`config.mk`:
```
export PLATFORM = sky130hd
export DESIGN_NAME = debug_unit_ctrl
export DESIGN_NICKNAME = d
export VERILOG_FILES = /design/src/rtl/debug_unit_ctrl.sv
export SDC_FILE = /design/constraint.sdc
export NUM_CORES = 1
export LEC_CHECK = 0
export ABC_AREA = 1
export BUFFER_PORTS_ARGS = -buffer_cell sky130_fd_sc_hd__buf_2
export CAP_MARGIN = 20
export CORE_MARGIN = 2
export CORE_UTILIZATION = 38
export CTS_BUF_LIST = sky130_fd_sc_hd__clkbuf_8
export DETAILED_ROUTE_END_ITERATION = 16
export SETUP_SLACK_MARGIN = 0.05
export SYNTH_ARGS = -nofsm -noshare
export SYNTH_HDL_FRONTEND = slang
export SYNTH_SLANG_ARGS = --single-unit
```
`constraint.sdc`:
```
create_clock -name clk -period 2 [get_ports clk]
set_input_delay 0.2 -clock clk [delete_from_list [all_inputs] [get_ports clk]]
set_output_delay 0.2 -clock clk [all_outputs]
set_load 0.005 [all_outputs]
```
`src/rtl/debug_unit_ctrl.sv`:
```
// Debug controller for the pipelined MIPS DataPath.
// Decodes UART command bytes, gates the CPU clock enable (run / step / reset)
// and streams a state dump (DUMP_WORDS dump-bus words, then the cycle count)
// back through the UART transmitter, MSB first.
module debug_unit_ctrl #(
  parameter int unsigned DUMP_WORDS = 33,
  parameter logic [7:0]  CMD_RUN    = 8'h63,
  parameter logic [7:0]  CMD_STEP   = 8'h73,
  parameter logic [7:0]  CMD_RESET  = 8'h72,
  parameter logic [7:0]  CMD_DUMP   = 8'h64
) (
  input  logic        clk,
  input  logic        reset,
  input  logic [7:0]  rx_data,
  input  logic        rx_done,
  input  logic        tx_done,
  output logic        tx_start,
  output logic [7:0]  tx_data,
  input  logic        cpu_halt,
  output logic        cpu_enable,
  output logic        cpu_reset,
  output logic [5:0]  dump_addr,
  input  logic [31:0] dump_data,
  output logic        busy
);

  localparam int unsigned WORD_W = 32;
  localparam int unsigned BYTE_W = 8;
  localparam int unsigned IDX_W  = 6;
  localparam int unsigned BIDX_W = 2;

  // Index of the pseudo-word that carries the cycle counter.
  localparam logic [IDX_W-1:0] LAST_WORD = IDX_W'(DUMP_WORDS);

  typedef enum logic [2:0] {
    IDLE   = 3'd0,
    RUN    = 3'd1,
    STEP   = 3'd2,
    CPURST = 3'd3,
    DLOAD  = 3'd4,
    DSEND  = 3'd5,
    DWAIT  = 3'd6
  } state_e;

  state_e              state_q,      state_d;
  logic [IDX_W-1:0]    word_idx_q,   word_idx_d;
  logic [BIDX_W-1:0]   byte_idx_q,   byte_idx_d;
  logic [WORD_W-1:0]   shift_q,      shift_d;
  logic [WORD_W-1:0]   cycle_cnt_q,  cycle_cnt_d;
  logic                load_wait_q,  load_wait_d;
  logic                rst_cnt_q,    rst_cnt_d;
  logic                tx_start_q,   tx_start_d;
  logic [BYTE_W-1:0]   tx_data_q,    tx_data_d;
  logic                cpu_enable_q, cpu_enable_d;
  logic                cpu_reset_q,  cpu_reset_d;
  logic [IDX_W-1:0]    dump_addr_q,  dump_addr_d;
  logic                busy_q,       busy_d;

  // State and output registers; synchronous reset aborts any activity.
  always_ff @(posedge clk) begin
    if (reset) begin
      state_q      <= IDLE;
      word_idx_q   <= '0;
      byte_idx_q   <= '0;
      shift_q      <= '0;
      cycle_cnt_q  <= '0;
      load_wait_q  <= 1'b0;
      rst_cnt_q    <= 1'b0;
      tx_start_q   <= 1'b0;
      tx_data_q    <= '0;
      cpu_enable_q <= 1'b0;
      cpu_reset_q  <= 1'b0;
      dump_addr_q  <= '0;
      busy_q       <= 1'b0;
    end else begin
      state_q      <= state_d;
      word_idx_q   <= word_idx_d;
      byte_idx_q   <= byte_idx_d;
      shift_q      <= shift_d;
      cycle_cnt_q  <= cycle_cnt_d;
      load_wait_q  <= load_wait_d;
      rst_cnt_q    <= rst_cnt_d;
      tx_start_q   <= tx_start_d;
      tx_data_q    <= tx_data_d;
      cpu_enable_q <= cpu_enable_d;
      cpu_reset_q  <= cpu_reset_d;
      dump_addr_q  <= dump_addr_d;
      busy_q       <= busy_d;
    end
  end

  // Next-state and next-output logic. cpu_enable/cpu_reset are computed one
  // cycle ahead so the registered versions line up with RUN/STEP/CPURST.
  always_comb begin
    state_d      = state_q;
    word_idx_d   = word_idx_q;
    byte_idx_d   = byte_idx_q;
    shift_d      = shift_q;
    load_wait_d  = load_wait_q;
    rst_cnt_d    = rst_cnt_q;
    tx_start_d   = 1'b0;
    tx_data_d    = tx_data_q;
    cpu_enable_d = 1'b0;
    cpu_reset_d  = 1'b0;
    dump_addr_d  = dump_addr_q;

    // Every cycle the pipeline was enabled counts; wraps silently.
    cycle_cnt_d  = cpu_enable_q ? cycle_cnt_q + WORD_W'(1) : cycle_cnt_q;

    case (state_q)
      IDLE: begin
        load_wait_d = 1'b0;
        if (rx_done) begin
          case (rx_data)
            CMD_RUN: begin
              state_d      = RUN;
              // Already halted: enter RUN without a single enabled cycle.
              cpu_enable_d = ~cpu_halt;
            end
            CMD_STEP: begin
              state_d      = STEP;
              cpu_enable_d = 1'b1;
            end
            CMD_RESET: begin
              state_d     = CPURST;
              cpu_reset_d = 1'b1;
              rst_cnt_d   = 1'b0;
            end
            CMD_DUMP: begin
              state_d    = DLOAD;
              word_idx_d = '0;
            end
            default: ;
          endcase
        end
      end

      RUN: begin
        if (cpu_halt) begin
          state_d    = DLOAD;
          word_idx_d = '0;
        end else begin
          cpu_enable_d = 1'b1;
        end
      end

      STEP: begin
        state_d    = DLOAD;
        word_idx_d = '0;
      end

      CPURST: begin
        cycle_cnt_d = '0;
        if (!rst_cnt_q) begin
          cpu_reset_d = 1'b1;
          rst_cnt_d   = 1'b1;
        end else begin
          state_d = IDLE;
        end
      end

      DLOAD: begin
        // First cycle lets the dump bus settle; second cycle captures.
        if (!load_wait_q) begin
          load_wait_d = 1'b1;
        end else begin
          load_wait_d = 1'b0;
          shift_d     = (word_idx_q == LAST_WORD) ? cycle_cnt_q : dump_data;
          byte_idx_d  = '0;
          state_d     = DSEND;
        end
      end

      DSEND: begin
        tx_start_d = 1'b1;
        tx_data_d  = shift_q[WORD_W-1 -: BYTE_W];
        state_d    = DWAIT;
      end

      DWAIT: begin
        if (tx_done) begin
          shift_d = {shift_q[WORD_W-BYTE_W-1:0], BYTE_W'(0)};
          if (byte_idx_q != BIDX_W'(3)) begin
            byte_idx_d = byte_idx_q + BIDX_W'(1);
            state_d    = DSEND;
          end else if (word_idx_q < LAST_WORD) begin
            word_idx_d = word_idx_q + IDX_W'(1);
            state_d    = DLOAD;
          end else begin
            state_d = IDLE;
          end
        end
      end

      default: state_d = IDLE;
    endcase

    // Present the word select as DLOAD is entered so data is ready a cycle later.
    if (state_d == DLOAD && state_q != DLOAD) begin
      dump_addr_d = word_idx_d;
    end

    busy_d = (state_d != IDLE);
  end

  assign tx_start   = tx_start_q;
  assign tx_data    = tx_data_q;
  assign cpu_enable = cpu_enable_q;
  assign cpu_reset  = cpu_reset_q;
  assign dump_addr  = dump_addr_q;
  assign busy       = busy_q;

endmodule

```
==> impl_summary.txt, run 1 <==
----------------------------------------------------
[Status]
  Status ... complete, no violations

[Yosys]
  Number of different library cells in the post-synthesis netlist ... 35
  Synth Register Bits ... 95
  Post-synth EDFFs ... 0
  Post-synthesis area per instance ... 6.90 um^2
  Cell types with the largest area share after synthesis ... dfxtp_1 40%, nand2_1 11%, a21oi_1 8.2%
  Synthesized instance count ... 693
  Synthesized area ... 0.00478 mm^2
  Yosys warning total ... 0
  Dominant register cell in the synthesized netlist ... dfxtp_1
  Largest area contributor in the netlist ... dfxtp_1
  Share of synthesized area occupied by flip-flops and latches ... 39.8%
  Share of flip-flops with an asynchronous set or reset after synthesis ... 0%
  Post-Syn Nets ... 743
  Area share of the leading cell type in the synthesized netlist ... 39.8%

[STA]
  Worst-case headroom to the max-slew limit ... 51.6%
  Final TNS setup ... 0 ns
  Number of pins with negative max-slew slack in the final report ... 0
  Final period util ... 86.3%
  Unrepaired setup endpoints after global routing ... no
  Setup violations, final ... 0
  Clock Skew ... 0.0145 ns
  Smallest hold slack ... 0.113 ns
  Fmax ... 579 MHz
  Minimum clock period after layout ... 1.73 ns
  Worst Max-Slew Pin Slew ... 0.719 ns
  Final hold viol count ... 0

[Critical path]
  Crit. End Element ... flop
  Arrival time of data at the critical path endpoint ... 2.00 ns
  Crit path required time ... 2.28 ns
  Largest fanout on the critical path ... 9
  Kind of critical path ... reg -> reg
  Element type at the critical path start ... flop

[Placed design]
  Buffers added on ports ... 62
  HPWL after DPL ... 9750 um
  Number of cells in the design after placement ... 910
  Placer congestion estimate ... 0.935

[Clock tree]
  Num Clock Sinks ... 95
  Depth of the CTS H-tree ... 3
  Number of buffers added for setup after CTS ... 0
  Clock tree from TritonCTS ... yes
  Clock-pin slew reported for the worst setup and hold paths after clock tree synthesis ... 0.10 ns
  Root Driver ... clkbuf_8
  Clock Path Buffers ... 2
  Cts bufs inserted ... 9
  Clock insertion delay at the later pin of the skew report ... 0.38 ns

[GRT]
  Overflow left after global routing ... 0
  Total GRT Usage ... 20.4%
  Largest net degree at the start of global routing ... 65
  Via count of the first global-routing pass ... 4359
  First-pass GRT wire length ... 21300 um
  Antenna violations before repair ... 0

[Drt]
  Count of unresolved DRC violations after routing ... 0
  Via density per instance ... 5.05
  Total iterations of the first detailed-routing run ... 5
  Average wire length per cell after detail routing ... 14.0 um
  Antenna-violating nets left ... 0
  Overall via count from detail_route ... 4668
  Number of DRC violations after detailed-routing iteration 0 ... 379
  Routed WL ... 13000 um

[Die]
  Die Span Y ... 116 um
  Core area ... 0.0122 mm^2
  # IOs ... 63
  Initial core utilization ... 39.3%
  Die span in x ... 116 um
  Die area ... 0.0135 mm^2
  Floorplan row count ... 40

[Layout]
  Number of nets in the layout ... 803
  Number of diodes ... 0
  Area Overhead vs Synth ... 14.6%
  Layout cells sized above 1 ... 15.1%
  Final cell count without fillers ... 925

[Power]
  Power per cell area ... 608 mW/mm^2
  Reported leakage power ... 2.20 nW
  Max rail drop VDD ... 0.000337 V

[Run]
  Max_cap viols ... 0

[Min path]
  Hold crit path type ... in -> reg

----------------------------------------------------
[final timing paths]
kind,from,to,slack (ns),depth (start not counted)
setup reg to reg,word_idx_q[0]$_SDFF_PP0_,dump_addr[5]$_SDFFE_PP0P_,0.27,11
hold / removal,dump_data[25],shift_q[25]$_SDFFE_PP0P_,0.11,3
setup / recovery,word_idx_q[0]$_SDFF_PP0_,dump_addr[5]$_SDFFE_PP0P_,0.27,11
hold reg to reg,dump_addr[1]$_SDFFE_PP0P_,dump_addr[1]$_SDFFE_PP0P_,0.47,2
[metrics by stage]
stage / worst slack, ns / utilization (%) / instance area (um^2) / power, mW
2_1_floorplan: 0.576 / - / 4780 / 1.99
3_3_place_gp: 0.236 / 43.4 / 5280 / 2.06
3_5_place_dp: 0.208 / 43.4 / 5280 / 2.06
4_1_cts: 0.198 / 45.0 / 5480 / 3.37
5_1_grt: 0.0636 / 45.1 / 5480 / 3.46
6_report: 0.274 / 45.1 / 5480 / 3.33
[power by group]
group	total, mW	switching, mW	internal (mW)
clock	1.32	0.683	0.634
combinational	0.120	0.0697	0.0506
sequential	1.89	0.00145	1.89
[cells in the final DEF, fill, tap and decap left out, drive strengths merged, types with 5 or more instances in the layout]
cell,n
o211ai,10
inv,88
buf,71
nand2,149
nor3,20
a31oi,20
a21oi,78
ha,5
o21ai,55
nand4,15
clkbuf,11
xor2,8
dfxtp,95
nor2,81
nand3,38
[final cells by class]
cell class	instances	area (um^2)
fillers	1262	6680
flip-flops and latches	95	1900
clock inverters	4	46.3
repair buffers	71	403
multi-input cells	488	2430
well taps	168	210
clock buffers	11	151
inverters	88	335
[flip-flops by register name, summed over array words and instances (netlist names)]
| name | count |
|---|---|
| shift_q | 32 |
| state_q | 3 |
| rst_cnt_q | 1 |
| cpu_enable | 1 |
| load_wait_q | 1 |
| byte_idx_q | 2 |
| busy | 1 |
| dump_addr | 6 |
| word_idx_q | 6 |
| tx_data | 8 |
| cycle_cnt_q | 32 |
| tx_start | 1 |
| cpu_reset | 1 |
[what timing repair did]
item                       in CTS  in global routing
setup endpoints to repair       0                 17
hold buffers                    0                  0
hold endpoints to repair        0                  0
gates resized for setup         0                  4
[worst max-delay path: stages (launching register included)]
cell	delay [ns]
dfxtp_1	0.38
inv_1	0.08
ha_1	0.15
nand3_1	0.14
nand2_1	0.11
nand2_1	0.12
nand2_1	0.10
nand3_2	0.20
inv_2	0.14
nand3_1	0.10
nand2_1	0.08
inv_1	0.03
[routing by layer]
metal / up-vias / track usage, % / share of wire [%]
li1: 2428 / - / -
met1: 2131 / 24.9 / 45
met2: 101 / 36.0 / 50
met3: 8 / 5.60 / 4.7
met4: 0 / 4.21 / 0.83
met5: - / 0 / 0
[kinds of logic after synthesis]
group                      count (synthesis)  synth area share (%)
adders and majority gates                  5                  1.31
and+or+nand+nor                          307                  29.0
xor gates and xnor gates                   8                  1.47
DFF                                       95                  39.8
AOI/OAI and AO/OA                        168                  19.0
buffers and inverters                    110                  9.47
[synthesized netlist by cell type, types with 3 or more instances]
cell and count:
xor2_1 8, nor3_4 3, o21ai_0 52, o21ai_1 3
a31oi_1 20, nand2_1 145, o211ai_1 10, nor2_2 5
nor3_1 13, inv_2 5, ha_1 5, nor3_2 4
buf_4 4, nand2_2 4, dfxtp_1 95, clkbuf_1 10
nor2_1 75, nand3_1 34, nand4_1 15, nand3_2 3
inv_1 81, a21oi_1 78, buf_2 6
Power figures use the tool's default switching activity.
==> run 2, diff against run 1 <==
- ABC_AREA: 1 -> default
- MAX_ROUTING_LAYER: default -> met4
==> run 2 against run 1 <==
  * Sequential power barely moved
  * Clock skew fell by 0.0016 ns
  * Global-route usage fell by 2.2 points
  * Synthesized area fell by 3.8%
  * Via count fell by 17%
  * Sequential cell count did not move
  * Critical path depth fell by 6
  * Total power rose by 4.0%
==> impl_summary.txt, run 2 <==
----------------------------------------------------
[STA]
  Worst-case headroom to the max-slew limit ... 68.4% (was 51.6%)
  Final hold viol count ... 0 (unchanged)
  Fmax ... 552 MHz (was 579 MHz)
  Clock Skew ... 0.0129 ns (was 0.0145 ns)
  Setup violations, final ... 0 (unchanged)
  Final period util ... 90.6% (was 86.3%)
  Unrepaired setup endpoints after global routing ... no (unchanged)
  Number of pins with negative max-slew slack in the final report ... 0 (unchanged)
  Worst Max-Slew Pin Slew ... 0.466 ns (was 0.719 ns)
  Worst-case setup margin in the final layout ... 0.187 ns (was 0.274 ns)
  Final TNS setup ... 0 ns (unchanged)
  Minimum clock period after layout ... 1.81 ns (was 1.73 ns)

[Run]
  Max_cap viols ... 0 (unchanged)

[Yosys]
  Post-synth EDFFs ... 0 (unchanged)
  Post-synthesis area per instance ... 8.81 um^2 (was 6.90 um^2)
  Synthesized area ... 0.00460 mm^2 (was 0.00478 mm^2)
  Largest area contributor in the netlist ... dfxtp_1 (unchanged)
  Cell types with the largest area share after synthesis ... dfxtp_1 41%, mux2_2 7.8%, a21oi_1 6.1% (was dfxtp_1 40%, nand2_1 11%, a21oi_1 8.2%)
  Share of flip-flops with an asynchronous set or reset after synthesis ... 0% (unchanged)
  Area share of the leading cell type in the synthesized netlist ... 41.4% (was 39.8%)
  Yosys warning total ... 0 (unchanged)
  Synth Register Bits ... 95 (unchanged)
  Most frequent cell after synthesis ... dfxtp_1 (was nand2_1)
  Post-Syn Nets ... 572 (was 743)
  Commonest cells in the netlist ... 95 x dfxtp_1, 66 x nand2_1, 56 x a21oi_1 (was 145 x nand2_1, 95 x dfxtp_1, 81 x inv_1)
  Number of different library cells in the post-synthesis netlist ... 61 (was 35)
  Share of synthesized area occupied by flip-flops and latches ... 41.4% (was 39.8%)
  Dominant register cell in the synthesized netlist ... dfxtp_1 (unchanged)
  Synthesized instance count ... 522 (was 693)

[Placed design]
  Buffers added on ports ... 62 (unchanged)
  Worst slack at placement ... 0.128 ns (was 0.208 ns)
  Post-place instance area ... 0.00510 mm^2 (was 0.00528 mm^2)
  Placer congestion estimate ... 0.806 (was 0.935)
  HPWL after DPL ... 7850 um (was 9750 um)

[Clock tree]
  Clock tree from TritonCTS ... yes (unchanged)
  Num Clock Sinks ... 95 (unchanged)
  Clock Path Buffers ... 2 (unchanged)
  Cts bufs inserted ... 9 (unchanged)
  Clock insertion delay at the later pin of the skew report ... 0.37 ns (was 0.38 ns)
  Root Driver ... clkbuf_8 (unchanged)
  Depth of the CTS H-tree ... 3 (unchanged)
  Clock-pin slew reported for the worst setup and hold paths after clock tree synthesis ... 0.08 ns (was 0.10 ns)
  Number of buffers added for setup after CTS ... 0 (unchanged)

[Critical path]
  Largest stage delay, worst path ... 0.51 ns (was 0.38 ns)
  Element type at the critical path start ... flop (unchanged)
  Largest fanout on the critical path ... 9 (unchanged)
  Crit path required time ... 2.26 ns (was 2.28 ns)
  Worst-path cell chain ... nand2b_1 > o311ai_1 > a211oi_2 > a31oi_4 > a22o_1 (was inv_1 > ha_1 > nand3_1 > nand2_1 > nand2_1 > nand2_1 > nand3_2 > inv_2 > nand3_1 > nand2_1 > inv_1)
  Crit. End Element ... flop (unchanged)
  Critical-path top delay cell ... dfxtp_1 (unchanged)
  Kind of critical path ... reg -> reg (unchanged)
  Worst path top cell family by delay ... compound AO/OA/AOI/OAI gates (was simple AND/OR/NAND/NOR gates)
  Buffers and inverters on the worst path ... 0 (was 3)
  Arrival time of data at the critical path endpoint ... 2.08 ns (was 2.00 ns)

[Layout]
  Most common cell after layout, fill and taps aside ... dfxtp_1 (was nand2_1)
  Most used cells in the layout excluding fill and tap cells ... 94 x dfxtp_1, 66 x nand2_1, 62 x buf_2 (was 145 x nand2_1, 94 x dfxtp_1, 81 x inv_1)
  Post-route cell area ... 0.00534 mm^2 (was 0.00548 mm^2)
  Layout cells sized above 1 ... 25.6% (was 15.1%)
  Area Overhead vs Synth ... 16.1% (was 14.6%)
  Layout Utilization ... 44.8% (was 45.1%)
  Number of nets in the layout ... 631 (was 803)
  Number of diodes ... 0 (unchanged)
  Filler cells ... 1190 (was 1262)

[Die]
  Core area ... 0.0119 mm^2 (was 0.0122 mm^2)
  Die span in x ... 114 um (was 116 um)
  Initial core utilization ... 38.6% (was 39.3%)
  Floorplan row count ... 40 (unchanged)
  # IOs ... 63 (unchanged)
  Die area ... 0.0130 mm^2 (was 0.0135 mm^2)
  Die Span Y ... 114 um (was 116 um)

[GRT]
  First-pass GRT wire length ... 18300 um (was 21300 um)
  Total GRT Usage ... 18.2% (was 20.4%)
  Via count of the first global-routing pass ... 3822 (was 4359)
  Largest net degree at the start of global routing ... 34 (was 65)
  Antenna violations before repair ... 0 (unchanged)
  Overflow left after global routing ... 0 (unchanged)

[Status]
  Status ... complete, no violations (unchanged)

[Min path]
  Hold crit path type ... in -> reg (unchanged)

[Drt]
  Total iterations of the first detailed-routing run ... 5 (unchanged)
  Via density per instance ... 5.30 (was 5.05)
  Routed WL ... 10900 um (was 13000 um)
  Overall via count from detail_route ... 3883 (was 4668)
  Average wire length per cell after detail routing ... 14.8 um (was 14.0 um)
  Count of unresolved DRC violations after routing ... 0 (unchanged)
  Number of DRC violations after detailed-routing iteration 0 ... 263 (was 379)
  Antenna-violating nets left ... 0 (unchanged)

[Power]
  Total chip power ... 3.46 mW (was 3.33 mW)
  Reported leakage power ... 1.91 nW (was 2.20 nW)
  Max rail drop VDD ... 0.000416 V (was 0.000337 V)
  Power per cell area ... 649 mW/mm^2 (was 608 mW/mm^2)

----------------------------------------------------
==> run 2: worst reg2reg max path, stage by stage (launching register included) <==
cell and delay (ns):
dfxtp_1 0.51, nand2b_1 0.24, o311ai_1 0.16, a211oi_2 0.35, a31oi_4 0.19, a22o_1 0.27
==> run 2: kinds of logic (layout without fill, tap and decap cells) <==
family	count (synthesis)	count (layout)	share of synthesized area, %
XOR/XNOR	27	27	5.14
adder cells (fa/ha/maj)	5	5	1.36
AO/OA/AOI/OAI	119	119	16.6
AND/OR/NAND/NOR	198	198	22.7
flip-flops	95	95	41.4
multiplexers	35	35	8.52
buffers and inverters	43	107	4.33
==> run 2: cell type report <==
cell class | instances | area, um^2 | area share [%]
clock buffer | 10 | 138 | 2.58
tap | 147 | 184 | 3.45
timing repair buffer | 81 | 478 | 8.96
clock inverter | 6 | 83.8 | 1.57
multi-input combinational | 384 | 2510 | 47.1
inverter | 10 | 37.5 | 0.703
sequential | 95 | 1900 | 35.7
==> run 2: power breakdown <==
| group | internal [mW] | switching (mW) | leakage, nW |
|---|---|---|---|
| combinational | 0.0694 | 0.0762 | 1.03 |
| clock | 0.735 | 0.691 | 0.115 |
| sequential | 1.89 | 0.000790 | 0.765 |
| total | 2.69 | 0.768 | 1.91 |
==> run 2: per-stage QoR <==
step | cells | hold WS, ns
after global routing | 733 | 0.148
final | 733 | 0.153
after detailed placement | 717 | 0.436
after floorplan | 522 | 0.341
after CTS | 733 | 0.129
after global placement | 717 | 0.434
==> run 2: path summary, 6_finish.rpt <==
kind / from / end / slack (ns) / cells after the start
max: state_q[0]$_SDFF_PP0_ / dump_addr[1]$_SDFFE_PP0P_ / 0.19 / 5
min: rx_data[4] / state_q[1]$_SDFF_PP0_ / 0.15 / 3
max reg2reg: state_q[0]$_SDFF_PP0_ / dump_addr[1]$_SDFFE_PP0P_ / 0.19 / 5
min reg2reg: dump_addr[0]$_SDFFE_PP0P_ / dump_addr[0]$_SDFFE_PP0P_ / 0.46 / 1
==> run 2: repair_timing <==
action,in CTS,in global routing
setup endpoints to repair,0,11
hold buffers,0,0
resized for setup,0,4
==> run 2: per-layer routing <==
| metal | share of wire [%] | wire length, um | vias to the layer above | global-route usage (%) |
|---|---|---|---|---|
| li1 | - | - | 1958 | - |
| met1 | 47 | 5090 | 1843 | 22.3 |
| met2 | 48 | 5200 | 74 | 29.5 |
| met3 | 4.0 | 434 | 8 | 5.10 |
| met4 | 1.3 | 138 | 0 | 4.80 |
| met5 | 0 | 0 | - | - |
